<file path="config.mk">
export PLATFORM = sky130hd
export DESIGN_NAME = fetch_pc_select
export DESIGN_NICKNAME = d
export VERILOG_FILES = /design/src/rtl/fetch_pc_select.sv
export SDC_FILE = /design/constraint.sdc
export NUM_CORES = 1
export LEC_CHECK = 0
export ABC_AREA = 1
export CAP_MARGIN = 30
export CORE_AREA = 2 2 155 157
export DETAILED_ROUTE_END_ITERATION = 10
export DIE_AREA = 0 0 157 159
export PLACE_DENSITY_LB_ADDON = 0.08
export SLEW_MARGIN = 30
export SYNTH_ARGS = -nofsm -noshare
export SYNTH_HDL_FRONTEND = slang
export SYNTH_SLANG_ARGS = --single-unit
</file>
<file path="constraint.sdc">
create_clock -name clk -period 0.9 [get_ports clk]
set_input_delay 0.09 -clock clk [delete_from_list [all_inputs] [get_ports clk]]
set_output_delay 0.09 -clock clk [all_outputs]
set_load 0.05 [all_outputs]
</file>
<file path="src/rtl/fetch_pc_select.sv">
// Fetch PC selection: branch/ret correction muxing, registered next-PC prediction, and a
// return-address stack plus in-order ret prediction FIFO, both built only when RET_PREDICT_EN is defined.
module fetch_pc_select #(
  parameter logic [63:0] RESET_PC  = 64'h0,
  parameter int          RAS_DEPTH = 4
) (
  input  logic        clk,
  input  logic        rst_n,
  input  logic        f_valid,
  input  logic        f_stall,
  input  logic [3:0]  f_icode,
  input  logic [63:0] f_valC,
  input  logic [63:0] f_valP,
  input  logic [3:0]  M_icode,
  input  logic        M_cnd,
  input  logic [63:0] M_valA,
  input  logic [3:0]  W_icode,
  input  logic [63:0] W_valM,
  output logic [63:0] f_pc,
  output logic [63:0] pred_pc,
  output logic        ret_predicted,
  output logic        redirect
);

  localparam logic [3:0] I_JXX  = 4'h7;
  localparam logic [3:0] I_CALL = 4'h8;
  localparam logic [3:0] I_RET  = 4'h9;

  logic        m_mispredict;
  logic        w_ret;
  logic        w_redirect;
  logic [63:0] ret_target;
  logic [63:0] pred_next;

  assign m_mispredict = (M_icode == I_JXX) && !M_cnd;
  assign w_ret        = (W_icode == I_RET);
  assign redirect     = m_mispredict || w_redirect;
  assign f_pc         = m_mispredict ? M_valA : (w_redirect ? W_valM : pred_pc);

`ifdef RET_PREDICT_EN
  localparam int PW = (RAS_DEPTH > 1) ? $clog2(RAS_DEPTH) : 1;
  localparam logic [2:0] FQ_DEPTH = 3'd5;

  logic        accept;
  logic        f_is_call;
  logic        f_is_ret;

  logic [63:0] ras [RAS_DEPTH];
  logic [PW-1:0] ras_wp;
  logic [PW-1:0] ras_top;
  logic [PW:0]   ras_cnt;
  logic          ras_hit;

  logic [63:0] fq_tgt  [5];
  logic        fq_pred [5];
  logic [2:0]  fq_head;
  logic [2:0]  fq_tail;
  logic [2:0]  fq_cnt;
  logic        head_ok;
  logic        fq_deq;
  logic        fq_enq;

  function automatic logic [2:0] fq_inc(input logic [2:0] p);
    return (p == 3'd4) ? 3'd0 : p + 3'd1;
  endfunction

  assign accept    = f_valid && !f_stall;
  assign f_is_call = f_valid && (f_icode == I_CALL);
  assign f_is_ret  = f_valid && (f_icode == I_RET);

  assign ras_top       = ras_wp - PW'(1);
  assign ras_hit       = (ras_cnt != '0);
  assign ret_target    = ras_hit ? ras[ras_top] : f_valP;
  assign ret_predicted = f_is_ret && ras_hit;

  // An empty FIFO head counts as unpredicted, so a W ret with nothing queued always corrects.
  assign head_ok    = (fq_cnt != 3'd0) && fq_pred[fq_head] && (fq_tgt[fq_head] == W_valM);
  assign w_redirect = w_ret && !head_ok;

  assign fq_deq = w_ret && (fq_cnt != 3'd0);
  assign fq_enq = accept && f_is_ret && !redirect && ((fq_cnt != FQ_DEPTH) || fq_deq);

  // Stack pointer/count; a push on a full stack overwrites the oldest entry.
  always_ff @(posedge clk or negedge rst_n) begin
    if (!rst_n) begin
      ras_wp  <= '0;
      ras_cnt <= '0;
    end else if (accept && f_is_call) begin
      ras_wp <= ras_wp + PW'(1);
      if (ras_cnt != (PW+1)'(RAS_DEPTH))
        ras_cnt <= ras_cnt + (PW+1)'(1);
    end else if (accept && f_is_ret && ras_hit) begin
      ras_wp  <= ras_top;
      ras_cnt <= ras_cnt - (PW+1)'(1);
    end
  end

  always_ff @(posedge clk) begin
    if (accept && f_is_call)
      ras[ras_wp] <= f_valP;
  end

  // Any redirect squashes everything younger than the W-stage ret, which empties the FIFO.
  always_ff @(posedge clk or negedge rst_n) begin
    if (!rst_n) begin
      fq_head <= '0;
      fq_tail <= '0;
      fq_cnt  <= '0;
    end else if (redirect) begin
      fq_head <= '0;
      fq_tail <= '0;
      fq_cnt  <= '0;
    end else begin
      if (fq_deq)
        fq_head <= fq_inc(fq_head);
      if (fq_enq)
        fq_tail <= fq_inc(fq_tail);
      case ({fq_enq, fq_deq})
        2'b10:   fq_cnt <= fq_cnt + 3'd1;
        2'b01:   fq_cnt <= fq_cnt - 3'd1;
        default: fq_cnt <= fq_cnt;
      endcase
    end
  end

  always_ff @(posedge clk) begin
    if (fq_enq) begin
      fq_tgt[fq_tail]  <= ret_target;
      fq_pred[fq_tail] <= ras_hit;
    end
  end
`else
  assign ret_target    = f_valP;
  assign ret_predicted = 1'b0;
  assign w_redirect    = w_ret;
`endif

  always_comb begin
    pred_next = f_valP;
    if (f_valid) begin
      case (f_icode)
        I_JXX, I_CALL: pred_next = f_valC;
        I_RET:         pred_next = ret_target;
        default:       pred_next = f_valP;
      endcase
    end
  end

  always_ff @(posedge clk or negedge rst_n) begin
    if (!rst_n)
      pred_pc <= RESET_PC;
    else if (!f_stall)
      pred_pc <= pred_next;
  end

endmodule

</file>
# Yosys cells after proc, flatten, opt, wreduce, memory -nomap -nowiden
# Index checks and enable logic that the tools add are counted.
# op_classes
eq_ne	4
shifts	0
n_mux	4
mul	0
addsub	0
div	0
bitwise_logic	0
magnitude_cmp	0
n_reduce_logical	4
# op_table
operator	n
2-to-1 mux 64 bit	4
equality test 4 x 3 -> 1 bit, second input constant	2
equality test 4 bit, second input constant	2
OR reduction 2 bit	1
logical AND 1 bit	1
zero test 1 bit	1
logical OR 1 bit	1
# totals
mem_bits_rw	0
memories	0
rom_bits	0
elab_cells	13
out_inout_bits	130
ff_bits	64
in_bits	273
latchBits	0

# Longest topological paths before layout
# depth
depth_word	4
mapped_depth	8
mapped_depth_nobuf	7

# Worst setup path before layout
# OpenSTA, ideal clock, no wires.
# synth_timing
path_kind	flip-flop to output port
startpoint	register pred_pc[0]
endpoint	output f_pc[0]
setup_slack_ns	-0.812
required_time_ns	0.810
arrival_time_ns	1.622
path_stages_with_launch	3
cell_sequence	dfrtp_1 -> nand2_1 -> a31oi_1
# synth_via
elab_chain_len	2
# synth_rtl
item	line	rtl
from (decl)	20	output logic [63:0] pred_pc,
from (signal assigned)	153	pred_pc <= pred_next;
2-to-1 mux 64 bit (2 in a row)	38	assign f_pc = m_mispredict ? M_valA : (w_redirect ? W_valM : pred_pc);
to (decl)	19	output logic [63:0] f_pc,
# No other way between the ends.

# Worst setup path after layout
# layout_timing
startpoint	input W_icode[1]
endpoint	output f_pc[33]
# layout_via
elab_chain_len	3
# layout_rtl
item	line	rtl
from (decl)	17	input logic [3:0] W_icode,
equality test 4 bit	36	assign w_ret = (W_icode == I_RET);
2-to-1 mux 64 bit (2 in a row)	38	
# No other way between the ends.

==> metrics <==
Die ar.=0.0250 mm^2; Async SR Flop Fraction=100%; min setup slack post-route=-0.418 ns; Avg Cell Area, Syn=6.15 um^2; final hold vios=0; Clock Power Share=20.4%; DR WL/cell=19.0 um; share of layout cells above drive strength 1=49.3%; final worst-path cycle share=146%; startpoint types=input port; worst path bufs/invs=5; hold depth=4; 1st-pass router iterations=4; sequential fraction of design power=20.3%; final setup violation count=129; Pwr Total=17.7 mW; # DRC=0; root buf cell=clkbuf_16; max FFs per register=64; CTS Buf Count=9; min Tclk post-route=1.32 ns; Critical Path, Cell by Cell=buf_8 > nor2_4 > nand2_8 > clkinv_8 > buf_8 > buf_12 > nand2_2 > a31oi_4 > buf_6; CP Capture Type=primary output; Initial Utilization=22.8%; Ports=403; WHS Endpoint=pred_pc[39]; post-synth top area cell=dfrtp_1; arrival time worst endpoint=1.23 ns; post-synth net total=1133; top flop regs=pred_pc x64; Req. time, crit path=0.81 ns; Sw Ratio=39.4%; hold_sp=f_stall; Synth Register Bits=64; Avg Vias per Cell=4.60; Final nets=1646; CTS tree=done; CP dominant cell by count=buf_8; DRT Wirelength=32200 um; Internal Power=10.7 mW; clock slew at reported path FFs=0.06 ns; r2r setup slk=0.03 ns; Power Density=1170 mW/mm^2; vias post-DR=7803; Critical R2R Launch=pred_pc[29]; synthesized area=0.00529 mm^2; first-pass GRT wire length=47100 um; R2R Path End=pred_pc[29]; vias in the first global route=8003; synthesized instance count=860; combinational share of power=59.3%; Seq/Total Area, Yosys=30.3%; Die Span Y=159 um; Slowest-stage cell, CP=buf_6; leak pwr=6.78 nW; hold slack=0.163 ns; Cell Rows=56; Critical Path Max Stage Delay=0.17 ns; number of nets with antenna violations after routing=0; R2R depth=4; number of max-cap violations=0; Hold WC Path Type=input port to flop; Synth Flop Type=dfrtp_1; CTS H-tree lvls=3; overall routing resource usage=24.9%; top cells by area, synth=dfrtp_1 (30%), nand2_1 (23%), inv_1 (9.5%), a31oi_1 (7.6%), nand4_1 (7.5%); Buffers on Ports=401; DP Area=0.0120 mm^2; RSZ-0062 raised after global routing=yes; hpwl dp=20600 um; area delta synth->final=186%; remaining global-route overflow=0; initial antenna violation count=2; GPL Wtd Cong=0.829; Distinct cells, synth=18; crit path kind=input port to primary output; Switch Pwr=6.95 mW; core box area=0.0232 mm^2; CTS sink count=64; Fillers=1914; Commonest cells post-synth=nand2_1 (327), inv_1 (134), nor2_1 (67); 1st-iter DRT viols=264; Fmax=759 MHz; final clock skew=0 ns; count leader, synth=nand2_1; DP Worst Slack=-0.922 ns; fin util=65.3%; yosys warns=0; clk buf depth=2; later-pin clock latency in the skew report=0.34 ns; final cell area excluding filler cells=0.0151 mm^2; largest delay contributor family on the critical path=buffers and inverters; Max VDD drop=0.927 mV; failing checks=negative setup slack; Max Fanout on Critical Path=7; largest net degree at the start of global routing=39; Final Max Slew Viols=0; status=finished, violations left; Yosys top cell area share=30.3%; Die W=157 um; Reg with most FFs=pred_pc; EDFF count, synth=0
repair_timing:
item	4_1_cts	5_1_grt
gates cloned	29	5
hold buffers	1	0
resized for setup	429	99
endpoints found under the hold margin	64	0
pin swaps	75	41
endpoints found under the setup margin	193	170
buffers inserted	41	19
cell families after synthesis:
group	after synthesis	synth area share (%)
AND/OR/NAND/NOR	527	42.5
AO/OA/AOI/OAI	64	7.57
buffers and inverters	204	19.6
other	1	0.0709
flip-flops	64	30.3
stage by stage:
stage | cells | setup TNS (ns)
floorplan | 860 | -12.91
global placement | 1608 | -91.53
global route | 1697 | -42.33
CTS | 1688 | -40.64
detailed placement | 1608 | -92.88
finish | 1697 | -38.56
worst max path at each step:
stage	from	to	slack, ns	cells after the start
floorplan	pred_pc[0]	f_pc[0]	-0.51	2
global placement	M_icode[1]	f_pc[46]	-0.89	8
detailed placement	M_icode[1]	f_pc[46]	-0.92	8
CTS	W_icode[0]	f_pc[36]	-0.48	11
global route	W_icode[1]	f_pc[33]	-0.46	9
finish	W_icode[1]	f_pc[33]	-0.42	9
layer usage:
metal  part of all wire [%]  global-route usage, %
met4                    2.9                   9.88
met3                    5.9                   4.93
met5                      0                      0
met1                     39                   28.5
met2                     52                   45.0
placed cells by master (no fill, tap or decap), drive strengths merged:
| cell type | netlist | routed |
|---|---|---|
| inv | 135 | 135 |
| conb | 1 | 1 |
| clkdlybuf4s50 | 0 | 256 |
| diode | 0 | 1 |
| nor2 | 67 | 67 |
| clkinvlp | 0 | 3 |
| nand2 | 331 | 332 |
| nand3 | 65 | 65 |
| clkinv | 1 | 2 |
| clkbuf | 9 | 14 |
| buf | 59 | 307 |
| bufbuf | 0 | 1 |
| bufinv | 0 | 1 |
| dfrtp | 64 | 64 |
| a31oi | 64 | 64 |
| nand4 | 64 | 64 |
| dlygate4sd3 | 0 | 1 |
tightest hold or removal path, delay by kind of cell:
family,cells,cell delay (ns)
AND/OR/NAND/NOR,2,0.16
buffers and inverters,2,0.23
layout make-up:
type	count	area, um^2	area share (%)
antenna	1	2.50	0.0165
clock buffer	10	239	1.58
clock inverter	5	57.6	0.380
inverter	136	523	3.45
multi-input combinational	593	4750	31.3
sequential	64	1680	11.1
tap	319	399	2.64
timing repair buffer	569	7490	49.5
power groups by stage:
stage                     clock, mW  sequential (mW)  combinational (mW)
final                          3.60             3.58                10.5
after global routing           3.79             3.62                10.9
after CTS                      3.70             3.58                10.3
after detailed placement          0             3.54                8.81
after global placement            0             3.53                8.79
after floorplan                   0             4.68                3.37
Note: power is estimated with default switching activity, not from simulation.
